### config.mk
export PLATFORM = sky130hd
export DESIGN_NAME = command_issue_control
export DESIGN_NICKNAME = d
export VERILOG_FILES = /design/src/rtl/AFU_PKG.sv /design/src/rtl/CAPI_PKG.sv /design/src/rtl/fifo_command_line.sv /design/src/rtl/command_issue_control.sv
export SDC_FILE = /design/constraint.sdc
export NUM_CORES = 2
export LEC_CHECK = 0
export ABC_CLOCK_PERIOD_IN_PS = 13430
export BUFFER_PORTS_ARGS = -buffer_cell sky130_fd_sc_hd__buf_2
export CORE_ASPECT_RATIO = 2
export CORE_MARGIN = 4
export CORE_UTILIZATION = 45
export CTS_CLUSTER_DIAMETER = 40
export DETAILED_ROUTE_END_ITERATION = 10
export PLACE_DENSITY = 0.58
export SYNTH_ARGS = -nofsm -noshare
export SYNTH_HDL_FRONTEND = slang
export SYNTH_SLANG_ARGS = --single-unit
### constraint.sdc
create_clock -name clock -period 13.43 [get_ports clock]
set_input_delay 2.686 -clock clock [delete_from_list [all_inputs] [get_ports clock]]
set_output_delay 2.686 -clock clock [all_outputs]
set_load 0.02 [all_outputs]
### src/rtl/AFU_PKG.sv
// AFU-side types: the arbitrated command line and the issue-stage FSM states.
package AFU_PKG;

  typedef enum logic [1:0] {
    IDLE,
    LOAD,
    ISSUE,
    FLUSH
  } command_issue_state;

  typedef struct packed {
    logic        valid;
    logic [7:0]  tag;
    logic [12:0] command;
    logic [63:0] address;
    logic [11:0] size;
  } CommandBufferLine;

endpackage

### src/rtl/CAPI_PKG.sv
// PSL-facing types, the shared credit width and the odd-parity helper
// used when driving the PSL command interface.
package CAPI_PKG;

  localparam int CAPI_CREDIT_WIDTH = 9;

  typedef struct packed {
    logic [7:0] room;
  } CommandInterfaceInput;

  typedef struct packed {
    logic        valid;
    logic [7:0]  tag;
    logic        tag_parity;
    logic [12:0] command;
    logic        command_parity;
    logic [2:0]  abt;
    logic [63:0] address;
    logic        address_parity;
    logic [15:0] context_handle;
    logic [11:0] size;
  } CommandInterfaceOutput;

  // Only the response fields consumed by the command issue path.
  typedef struct packed {
    logic                                valid;
    logic signed [CAPI_CREDIT_WIDTH-1:0] credits;
  } ResponseInterface;

  function automatic logic odd_parity(input logic [63:0] data);
    return ~^data;
  endfunction

endpackage

### src/rtl/fifo_command_line.sv
// Synchronous FIFO of command lines; a push into a full FIFO is dropped,
// and clear empties it in one cycle.
module fifo_command_line
  import AFU_PKG::*;
#(
  parameter int DEPTH = 16
) (
  input  logic                     clock,
  input  logic                     rstn,
  input  logic                     clear,
  input  logic                     push,
  input  CommandBufferLine         data_in,
  input  logic                     pop,
  output CommandBufferLine         data_out,
  output logic                     empty,
  output logic                     full,
  output logic [$clog2(DEPTH):0]   count
);

  localparam int AW = $clog2(DEPTH);
  localparam logic [AW:0] CNT_FULL = (AW+1)'(DEPTH);

  CommandBufferLine mem [DEPTH];
  logic [AW-1:0]    wr_ptr;
  logic [AW-1:0]    rd_ptr;
  logic             do_push;
  logic             do_pop;

  assign empty    = (count == '0);
  assign full     = (count == CNT_FULL);
  assign do_push  = push && !full;
  assign do_pop   = pop && !empty;
  assign data_out = mem[rd_ptr];

  always_ff @(posedge clock) begin
    if (do_push) mem[wr_ptr] <= data_in;
  end

  // Pointers wrap naturally because DEPTH is a power of two.
  always_ff @(posedge clock or negedge rstn) begin
    if (!rstn) begin
      wr_ptr <= '0;
      rd_ptr <= '0;
      count  <= '0;
    end else if (clear) begin
      wr_ptr <= '0;
      rd_ptr <= '0;
      count  <= '0;
    end else begin
      if (do_push) wr_ptr <= wr_ptr + 1'b1;
      if (do_pop)  rd_ptr <= rd_ptr + 1'b1;
      case ({do_push, do_pop})
        2'b10:   count <= count + 1'b1;
        2'b01:   count <= count - 1'b1;
        default: count <= count;
      endcase
    end
  end

endmodule

### src/rtl/command_issue_control.sv
// Credit-gated issue stage: queues arbitrated command lines and drives one
// registered PSL command per cycle while PSL command credits remain.
module command_issue_control
  import CAPI_PKG::*;
  import AFU_PKG::*;
#(
  parameter int FIFO_DEPTH   = 16,
  parameter int CREDIT_WIDTH = CAPI_CREDIT_WIDTH
) (
  input  logic                    clock,
  input  logic                    rstn,
  input  logic                    enabled_in,
  input  CommandInterfaceInput    command_in,
  input  CommandBufferLine        command_line_in,
  input  ResponseInterface        response,
  output CommandInterfaceOutput   command_out,
  output logic                    fifo_almost_full_out,
  output logic [CREDIT_WIDTH-1:0] credit_count_out,
  output logic [1:0]              issue_error_out
);

  localparam int AW = $clog2(FIFO_DEPTH);
  localparam logic [AW:0] ALMOST_FULL = (AW+1)'(FIFO_DEPTH - 2);

  command_issue_state             state;
  command_issue_state             next_state;
  logic signed [CREDIT_WIDTH-1:0] credits;
  logic signed [CREDIT_WIDTH-1:0] room_max;
  logic signed [CREDIT_WIDTH-1:0] room_ext;
  logic signed [CREDIT_WIDTH-1:0] credits_next;
  logic signed [CREDIT_WIDTH:0]   resp_add;
  logic signed [CREDIT_WIDTH:0]   credit_sum;
  logic                           credit_avail;
  logic                           push;
  logic                           pop;
  logic                           fifo_empty;
  logic                           fifo_full;
  logic [AW:0]                    fifo_count;
  CommandBufferLine               fifo_head;
  CommandBufferLine               issue_p1;
  logic [1:0]                     error_flags;

  // Sum is one bit wider than the counter so room plus returned credits cannot wrap.
  function automatic logic signed [CREDIT_WIDTH-1:0] clamp_credit(
    input logic signed [CREDIT_WIDTH:0]   sum,
    input logic signed [CREDIT_WIDTH-1:0] limit
  );
    if (sum > (CREDIT_WIDTH+1)'(limit)) return limit;
    return sum[CREDIT_WIDTH-1:0];
  endfunction

  assign room_ext     = $signed(CREDIT_WIDTH'(command_in.room));
  assign credit_avail = !credits[CREDIT_WIDTH-1] && (credits != '0);
  assign push         = command_line_in.valid && (state != FLUSH);
  assign pop          = (state == ISSUE) && enabled_in && !fifo_empty && credit_avail;

  fifo_command_line #(
    .DEPTH (FIFO_DEPTH)
  ) u_fifo (
    .clock    (clock),
    .rstn     (rstn),
    .clear    (state == FLUSH),
    .push     (push),
    .data_in  (command_line_in),
    .pop      (pop),
    .data_out (fifo_head),
    .empty    (fifo_empty),
    .full     (fifo_full),
    .count    (fifo_count)
  );

  always_ff @(posedge clock or negedge rstn) begin
    if (!rstn) state <= IDLE;
    else       state <= next_state;
  end

  always_comb begin
    next_state = state;
    case (state)
      IDLE:    if (enabled_in) next_state = LOAD;
      LOAD:    next_state = ISSUE;
      ISSUE:   if (!enabled_in) next_state = FLUSH;
      FLUSH:   next_state = IDLE;
      default: next_state = IDLE;
    endcase
  end

  always_comb begin
    resp_add = '0;
    if (response.valid) resp_add = (CREDIT_WIDTH+1)'($signed(response.credits));
    credit_sum   = (CREDIT_WIDTH+1)'(credits)
                 - $signed({{CREDIT_WIDTH{1'b0}}, pop}) + resp_add;
    credits_next = clamp_credit(credit_sum, room_max);
  end

  always_ff @(posedge clock or negedge rstn) begin
    if (!rstn) begin
      credits  <= '0;
      room_max <= '0;
    end else begin
      case (state)
        LOAD: begin
          credits  <= room_ext;
          room_max <= room_ext;
        end
        ISSUE:   credits <= credits_next;
        FLUSH:   credits <= '0;
        default: credits <= credits;
      endcase
    end
  end

  always_ff @(posedge clock or negedge rstn) begin
    if (!rstn) begin
      error_flags <= '0;
    end else begin
      if (push && fifo_full) error_flags[0] <= 1'b1;
      if ((state == ISSUE) && (credit_sum > (CREDIT_WIDTH+1)'(room_max)))
        error_flags[1] <= 1'b1;
    end
  end

  // ---- issue register stage (p1) ----
  always_ff @(posedge clock or negedge rstn) begin
    if (!rstn)     issue_p1       <= '0;
    else if (pop)  issue_p1       <= fifo_head;
    else           issue_p1.valid <= 1'b0;
  end

  always_comb begin
    command_out                = '0;
    command_out.valid          = issue_p1.valid;
    command_out.tag            = issue_p1.tag;
    command_out.tag_parity     = odd_parity(64'(issue_p1.tag));
    command_out.command        = issue_p1.command;
    command_out.command_parity = odd_parity(64'(issue_p1.command));
    command_out.address        = issue_p1.address;
    command_out.address_parity = odd_parity(issue_p1.address);
    command_out.size           = issue_p1.size;
  end

  assign fifo_almost_full_out = (fifo_count >= ALMOST_FULL);
  assign credit_count_out     = credits;
  assign issue_error_out      = error_flags;

endmodule

==> results_dict.tcl <==
set metrics [dict create \
    grt_max_degree 172 \
    dp_cells 5063 \
    clk_latency_ps 800 \
    synth_cell_types 46 \
    drive_gt1_share_pct 30.2 \
    max-cap-violations 0 \
    initialDrtViolationCount 2586 \
    crit_type "input pin to flip-flop" \
    worst_pin_slew_ps 1200 \
    postRouteWirelength_um 159000 \
    nets 3488 \
    tns_ps 0 \
    grt_pass1_vias 33200 \
    fin_worst_skew_ps 55.7 \
    synth-seq-cells 1700 \
    fp.dieW_um 279 \
    yosys_warnings 0 \
    required_ps 14010 \
    status "finished clean" \
    root_buffer "clkbuf_16" \
    slew_viol_final 0 \
    rrSetupSlack_ps 7320 \
    initial_utilization_pct 45.4 \
    finalHoldViolations 0 \
    postCtsSetupRepairBufs 0 \
    syn_inst 3032 \
    synth.avg_cell_area_um2 21.8 \
    hp-class "flip-flop to flip-flop" \
    end_kind "flip-flop" \
    via_per_inst 5.76 \
    async_flop_share_pct 7.76 \
    hold_path_end "issue_error_out[0]" \
    slew_headroom_pct 20.0 \
    ys_seq_area_share_pct 76.1 \
    final_area_um2 74800 \
    rsz0062_at_grt "no" \
    dieArea_um2 154000 \
    reg2reg_from "credit_count_out[2]" \
    fp.coreArea_um2 146000 \
    synth_edf_count 1568 \
    syn-cell-area_um2 66200 \
    synth_area_leaders "edfxtp_1, mux4_2, dfrtp_1" \
    multi_input_area_um2 14900 \
    area.sequential_um2 50400 \
    leakagePower_uw 0.0240 \
    h-tree-depth 4 \
    layout.cells.non_filler 5362 \
    grt_pass1_wl_um 231000 \
    fillers 11500 \
    synth_top_area_share_pct 71.1 \
    route.detailed.drc 0 \
    cts_buffer_depth 4 \
    r2r-end "credit_count_out[1]" \
    first_pass_iters 5 \
    cts_tree "built" \
    layout_common_cells "edfxtp_1, mux4_2, buf_2, clkbuf_16, dfrtp_1" \
    gpl.final_weighted_congestion 0.769 \
    vias 30900 \
    die_height_um 550 \
    r2r_cells 21 \
    pin_count 251 \
    post-dp-hpwl_um 84600 \
    setup_viol 0 \
    path_clk_slew_ps 60 \
    mostFrequentLayoutCell "edfxtp_1" \
    ir_drop_v 0.00106 \
    synth_ff_type "edfxtp_1" \
    hold_buffers 0 \
    worstHoldStart "issue_error_out[0]" \
    crit_path_max_fanout 50 \
    place.port_buffers 231 \
    area_growth_pct 13.0 \
    synth_top_cell_by_area "edfxtp_1" \
    period_needed_ps 6690 \
    power_density_nw_per_um2 213 \
    overflow 0 \
    cp-start-kind "input pin" \
    routedWlPerCell_um 29.6 \
    min_path_cells 1 \
    antenna_found_initial 33 \
    numCtsBuffers 163 \
    cts_resized 0 \
    dpl_cell_area_um2 69600 \
    gr-usage-all-layers_pct 20.7 \
    ant_nets 0 \
    clkSinkCount 1700 \
    fmaxAchievable_ghz 0.149 \
    finalCritPeriodShare_pct 49.8 \
    worst_ep_arrival_time_ps 7280 \
    num_rows 198 \
]
flip-flops by register name, indices dropped and copies added, names as in the netlist, 4 cells and up:
signal            count
u_fifo.mem         1568
command_out          98
credit_count_out      9
room_max              8
u_fifo.count          5
u_fifo.rd_ptr         4
u_fifo.wr_ptr         4
area by class of cell:
cell class / instances / share of cell area [%]
Multi-Input combinational cell: 1134 / 20.0
Antenna cell: 10 / 0.0335
Clock inverter: 71 / 0.927
Inverter: 49 / 0.246
Sequential cell: 1700 / 67.4
Tap cell: 1900 / 3.18
Clock buffer: 218 / 6.01
Timing Repair Buffer: 280 / 2.23
stage by stage:
step           hold slack, ps  setup slack, ps  total power (µW)  utilization (%)
4_1_cts                   472             6790             16200             51.2
6_report                  467             6740             15900             51.3
3_3_place_gp              460             5890             11600             47.7
5_1_grt                   510             6370             16700             51.2
3_5_place_dp              456             6000             11700             47.7
2_1_floorplan             509             65.9             10100                -
how the worst max path moves through the flow:
stage	start	to	slack [ps]	cells after the start
final	enabled_in	credit_count_out[1]	6740	22
after detailed placement	enabled_in	credit_count_out[1]	6000	22
after CTS	enabled_in	credit_count_out[1]	6790	22
after floorplan	command_line_in[97]	u_fifo.mem[0][0]	70	4
after global routing	enabled_in	credit_count_out[3]	6370	22
after global placement	enabled_in	credit_count_out[5]	5890	22
critical path, stage by stage:
cell	delay [ps]
buf_2	110
nand2_1	80
nor2_1	70
nand2_4	650
inv_2	140
ha_1	340
inv_1	40
ha_1	210
fa_1	490
a211oi_1	240
nor2_1	140
o21a_1	180
nor2_1	110
xnor2_1	210
ha_1	310
o21a_1	190
o21ai_0	140
a31oi_1	70
o22ai_1	200
buf_4	260
mux2i_1	220
o221ai_1	140
cell families (layout without fill, tap and decap cells):
family,count (synthesis),after routing,synth area share [%]
AO/OA/AOI/OAI,180,180,1.65
XOR/XNOR,97,97,1.28
adder cells (fa/ha/maj),41,41,0.797
buffers and inverters,216,618,1.58
flip-flops,1700,1700,76.1
multiplexers,570,570,16.9
other,1,29,0.00566
AND/OR/NAND/NOR,227,227,1.66
routing by layer:
| metal | up-vias | part of all wire, % | global-route usage [%] | wire (µm) |
|---|---|---|---|---|
| li1 | 13100 | - | - | - |
| met5 | - | 0.081 | 0 | 129 |
| met3 | 245 | 4.9 | 3.16 | 7830 |
| met1 | 16700 | 39 | 26.4 | 62200 |
| met2 | 847 | 54 | 37.2 | 85200 |
| met4 | 20 | 2.3 | 5.11 | 3630 |
synth_stat cells, types with 6 or more instances:
master and number:
edfxtp_1 1568, mux4_2 432, dfrtp_1 132, clkbuf_1 76, xnor2_1 76, nand2_1 72
mux2_2 70, mux2i_1 68, o21ai_1 59, nor2_1 53, inv_1 48, buf_4 42
ha_1 39, buf_2 34, nor2b_1 34, o22ai_1 30, or3_1 30, o211ai_1 29
xor2_1 21, a21oi_1 19, o21ai_0 17, buf_1 10, nor4_1 8, and2_1 7
o221ai_1 7, a21o_1 6, nor3_1 6
where the power goes:
group          leakage [µW]  internal [µW]  switching (µW)  total, µW
Clock               0.00254           2530            1950       4480
Sequential           0.0158           6340             349       6680
Combinational       0.00571           2070            2690       4760
No activity file was read; power rests on OpenSTA's default activity.
